### config.mk
export PLATFORM = sky130hd
export DESIGN_NAME = snake_body_tracker
export DESIGN_NICKNAME = d
export VERILOG_FILES = /design/src/rtl/snake_pkg.sv /design/src/rtl/snake_next_head.sv /design/src/rtl/snake_body_tracker.sv
export SDC_FILE = /design/constraint.sdc
export NUM_CORES = 2
export LEC_CHECK = 0
export ABC_AREA = 1
export CELL_PAD_IN_SITES_DETAIL_PLACEMENT = 2
export CELL_PAD_IN_SITES_GLOBAL_PLACEMENT = 2
export CORE_MARGIN = 5
export CORE_UTILIZATION = 25
export DETAILED_ROUTE_END_ITERATION = 8
export PLACE_DENSITY = 0.68
export REMOVE_ABC_BUFFERS = 1
export SLEW_MARGIN = 10
export SYNTH_ARGS = -nofsm -noshare
export SYNTH_HDL_FRONTEND = slang
export SYNTH_HIERARCHICAL = 1
export SYNTH_SLANG_ARGS = --single-unit
### constraint.sdc
create_clock -name clk -period 10.87 [get_ports clk]
set_input_delay 1.087 -clock clk [delete_from_list [all_inputs] [get_ports clk]]
set_output_delay 1.087 -clock clk [all_outputs]
set_load 0.1 [all_outputs]
### src/rtl/snake_pkg.sv
// Shared snake-game types: coordinates, directions, FSM states, sizing and reset layout.
// Also used by the apple generator.
package snake_pkg;

    localparam int unsigned CORD_W   = 8;
    localparam int unsigned MAX_LEN  = 50;
    localparam int unsigned INIT_LEN = 3;
    localparam int unsigned LEN_W    = 6;

    localparam logic [CORD_W-1:0] INIT_HEAD = 8'h55;

    typedef logic [CORD_W-1:0] cord_t;

    typedef enum logic [1:0] {
        UP    = 2'd0,
        RIGHT = 2'd1,
        DOWN  = 2'd2,
        LEFT  = 2'd3
    } dir_e;

    typedef enum logic [1:0] {
        IDLE = 2'd0,
        RUN  = 2'd1,
        DEAD = 2'd2
    } state_e;

    // Reset body: a horizontal line ending at the head; extra slots replicate the tail.
    function automatic cord_t init_cell(input int unsigned idx);
        int unsigned k;
        k = (idx < INIT_LEN) ? idx : INIT_LEN - 1;
        return {INIT_HEAD[7:4] - 4'(k), INIT_HEAD[3:0]};
    endfunction

endpackage

### src/rtl/snake_next_head.sv
// Next head cell for a move in one direction, plus wall detection.
// WRAP_WALLS_EN: coordinates wrap modulo 16 and walls are never fatal.
module snake_next_head
    import snake_pkg::*;
(
    input  cord_t head,
    input  dir_e  dir,
    output cord_t nh_c,
    output logic  wall_hit_c
);

    logic [3:0] x;
    logic [3:0] y;

    // Nibble arithmetic wraps naturally; the wall check decides whether that is legal.
    always_comb begin
        x = head[7:4];
        y = head[3:0];
        case (dir)
            UP:      y = head[3:0] - 4'd1;
            RIGHT:   x = head[7:4] + 4'd1;
            DOWN:    y = head[3:0] + 4'd1;
            default: x = head[7:4] - 4'd1;
        endcase
        nh_c = {x, y};
    end

`ifdef WRAP_WALLS_EN
    assign wall_hit_c = 1'b0;
`else
    always_comb begin
        wall_hit_c = 1'b0;
        case (dir)
            UP:      wall_hit_c = (head[3:0] == 4'h0);
            RIGHT:   wall_hit_c = (head[7:4] == 4'hF);
            DOWN:    wall_hit_c = (head[3:0] == 4'hF);
            default: wall_hit_c = (head[7:4] == 4'h0);
        endcase
    end
`endif

endmodule

### src/rtl/snake_body_tracker.sv
// Snake state owner: game FSM, direction, body shift array, length and collisions.
// Wall behaviour follows WRAP_WALLS_EN (resolved in snake_next_head).
module snake_body_tracker
    import snake_pkg::*;
(
    input  logic                    clk,
    input  logic                    reset,
    input  logic                    start,
    input  logic                    step,
    input  logic [1:0]              dir_req,
    input  cord_t                   apple_cord,
    output cord_t [MAX_LEN-1:0]     body,
    output logic  [LEN_W-1:0]       length,
    output logic                    goodColl,
    output logic                    badColl,
    output logic                    running
);

    state_e               state, state_n;
    dir_e                 dir, dir_n;
    dir_e                 pend, pend_n;
    dir_e                 cmp_dir;
    cord_t [MAX_LEN-1:0]  body_n;
    logic  [LEN_W-1:0]    len_n;
    logic  [LEN_W-1:0]    len_sh;
    logic                 good_n, bad_n;
    cord_t                nh;
    cord_t                tail_new;
    logic                 wall_hit;
    logic                 grow_raw;
    logic                 self_hit;

    snake_next_head u_next_head (
        .head       (body[0]),
        .dir        (pend),
        .nh_c       (nh),
        .wall_hit_c (wall_hit)
    );

    // The tail cell only leaves the body when the snake does not grow.
    always_comb begin
        grow_raw = (nh == apple_cord) && (length < LEN_W'(MAX_LEN));
        len_sh   = length + LEN_W'(grow_raw);
        self_hit = 1'b0;
        tail_new = body[0];
        for (int i = 0; i < MAX_LEN; i++) begin
            if ((body[i] == nh) &&
                ((i < int'(length) - 1) || (grow_raw && (i == int'(length) - 1))))
                self_hit = 1'b1;
            if (i == int'(len_sh) - 2)
                tail_new = body[i];
        end
    end

    always_comb begin
        state_n = state;
        body_n  = body;
        len_n   = length;
        dir_n   = dir;
        pend_n  = pend;
        good_n  = 1'b0;
        bad_n   = 1'b0;
        // A request is legal against the direction in force after this cycle.
        cmp_dir = step ? pend : dir;
        case (state)
            IDLE: begin
                if (start)
                    state_n = RUN;
            end
            RUN: begin
                if (dir_req != 2'(cmp_dir ^ 2'd2))
                    pend_n = dir_e'(dir_req);
                if (step) begin
                    dir_n = pend;
                    if (wall_hit || self_hit) begin
                        bad_n   = 1'b1;
                        state_n = DEAD;
                    end else begin
                        good_n    = (nh == apple_cord);
                        len_n     = len_sh;
                        body_n[0] = nh;
                        for (int i = 1; i < MAX_LEN; i++)
                            body_n[i] = (i < int'(len_sh)) ? body[i-1] : tail_new;
                    end
                end
            end
            DEAD: begin
                if (start) begin
                    state_n = IDLE;
                    for (int i = 0; i < MAX_LEN; i++)
                        body_n[i] = init_cell(i);
                    len_n  = LEN_W'(INIT_LEN);
                    dir_n  = RIGHT;
                    pend_n = RIGHT;
                end
            end
            default: state_n = IDLE;
        endcase
    end

    always_ff @(posedge clk or negedge reset) begin
        if (!reset)
            state <= IDLE;
        else
            state <= state_n;
    end

    always_ff @(posedge clk or negedge reset) begin
        if (!reset) begin
            for (int i = 0; i < MAX_LEN; i++)
                body[i] <= init_cell(i);
            length   <= LEN_W'(INIT_LEN);
            dir      <= RIGHT;
            pend     <= RIGHT;
            goodColl <= 1'b0;
            badColl  <= 1'b0;
            running  <= 1'b0;
        end else begin
            body     <= body_n;
            length   <= len_n;
            dir      <= dir_n;
            pend     <= pend_n;
            goodColl <= good_n;
            badColl  <= bad_n;
            running  <= (state_n == RUN);
        end
    end

endmodule

==> metrics.txt <==
Final Util=31.5%; initial antenna violation count=8; Ys Warns=6; Avg Cell Area, Syn=6.33 µm²; crit path to=body[239]; IO Count=423; Die Y=370 µm; Starting Density=25.1%; CP max stage delay=660 ps; Reg area=10600 µm²; Post-synth ARST share=100%; Die ar.=137000 µm²; Via density=5.21; fin. max-slew vios=0; Antenna Nets Post-Route=0; Mapped Cells=5108; r2r setup slk=820 ps; Setup-failing EPs final=0; Post-DP Area=38500 µm²; Fmax=99.5 MHz; share of layout cells above drive strength 1=9.47%; Pre-antenna DRT Iters=6; number of global-route vias before repair=39700; crit start category=register; CP max FO=20; end of the worst register-to-register path=body[239]; Core Footprint=129000 µm²; Worst R2R Start=pend[0]; DRC violations left=0; most common cell after layout, fill and taps aside=nand2_1; drt total wl=202000 µm; top cells by area, synth=nand2_1 (20%), dfstp_2 (16%), dfrtp_1 (16%), a21oi_1 (9.6%), xor2_1 (7.0%); total track usage=28.6%; Fin. Hold Viols=0; number of synthesized register bits=415; area added between synthesis and finish=25.4%; largest net degree at the start of global routing=129; Max Clock Skew=46.8 ps; crit path time final=10050 ps; most frequent cell on the critical path=nand2_1; status=finished clean; kind of critical path=reg -> reg; cells on worst reg2reg path=86; count of flip-flops with a built-in enable after synthesis=0; WP data required=11430 ps; hold_buf cts=0; number of DRC violations after detailed-routing iteration 0=2696; share of the synthesized area in the top cell type=20.0%; hold crit path type=in -> async; max cap viols=0; GP Congestion=0.964; area of the multi-input gates=18600 µm²; antenna fix cells=0; Clock Latency Late Sink=690 ps; CTS Buf Count=57; Least-Margin Pin Slew=1270 ps; Critical Path AT=10610 ps; Clock transition at path regs=60 ps; # H-tree levels=2; Post-synth top flop=dfrtp_1; CTS Root Buffer Type=clkbuf_16; grt total ovfl=0; vias=37600; unrepaired setup endpoints after global routing=false; sequential area share after synthesis=32.9%; Row Count=132; hpwl dp=149000 µm; Sum Neg Setup Slack=0 ps; distinct cell type count after synthesis=53; Crit-path slowest cell=dfstp_2; Slew HR=15.3%; crit path from=pend[0]; PortBufs=422; most frequent cells in the layout=nand2_1 (1713), a21oi_1 (620), nor2_1 (563); crit end category=register; fill cell count=15600; Mapped Area=32400 µm²; design area=40600 µm²; Final Cycle Share=92.5%; Synth area leader=nand2_1; post-DR wirelength/cell=28.1 µm; CTS tree=built; die width=370 µm; first-pass GRT wire length=290000 µm; final-stage net count=5454; clock sinks=415; Max clock buf depth=3
## how the worst min path moves through the flow
stage / from / to / slack, ps / cells past startpoint
final: reset / body[363] / 450 / 1
after global routing: reset / body[363] / 460 / 1
after detailed placement: dir[0] / dir[0] / 510 / 2
after CTS: reset / body[371] / 440 / 1
after floorplan: dir[0] / dir[0] / 470 / 2
after global placement: dir[0] / dir[0] / 500 / 2
## logic make-up (layout without fill, tap and decap cells)
family	Yosys count	count (layout)	share of synthesized area, %
buffers and inverters	806	1166	10.1
adders and majority gates	20	20	0.820
AOI/OAI and AO/OA	925	925	15.0
and+or+nand+nor	2621	2621	32.5
DFF	415	415	32.9
xor gates and xnor gates	321	321	8.75
## timing repair
item,4_1_cts,5_1_grt
endpoints found under the setup margin,0,346
endpoints found under the hold margin,0,0
buffers inserted,0,1
gates resized for setup,0,11
## per-stage QoR
stage | hold WS [ps] | std cells | setup WS (ps)
2_1_floorplan | 468 | 4831 | -8650
4_1_cts | 439 | 7209 | 183
3_3_place_gp | 499 | 7102 | 543
6_report | 445 | 7210 | 817
5_1_grt | 464 | 7210 | 74.9
3_5_place_dp | 505 | 7102 | 222
## layer usage
layer,routed length (µm),track usage (%)
met1,89500,37.9
met2,95400,48.5
met3,9720,3.70
met4,7600,9.04
met5,40,0
## synth_stat cells (all sizes together), types with 3 or more instances
library cell,instances
a22oi,6
or2,31
o211ai,13
nand4,51
a21oi,621
o22ai,18
nor4,61
nor3,16
nand3,144
ha,18
nand2,1737
o41ai,4
buf,79
clkinv,16
dfrtp,212
o21ai,230
o31ai,3
inv,513
o221ai,4
xor2,259
a32o,3
o2111ai,3
nor2,577
xnor2,62
a2111oi,11
dfstp,203
clkbuf,198
## cell type report
cell class,instances,share of cell area [%]
tap,1742,5.37
timing repair buffer,530,12.7
multi-input combinational,3887,45.9
sequential,415,26.2
inverter,529,4.93
clock buffer,81,4.14
clock inverter,26,0.752
## critical path: cells and delay by family, from the launching register on
kind	cells	cell delay (ps)
DFF	1	660
buffers and inverters	6	1090
xor gates and xnor gates	1	150
AOI/OAI and AO/OA	1	270
and+or+nand+nor	73	6320
adders and majority gates	5	1340
## flip-flops by register name (all words and copies together), names as in the netlist
register,flops
badColl,1
body,400
dir,2
goodColl,1
length,6
pend,2
running,1
state,2
Power is not shown: default switching activity piles up to over one toggle a cycle in this logic, so the estimate is an artifact.
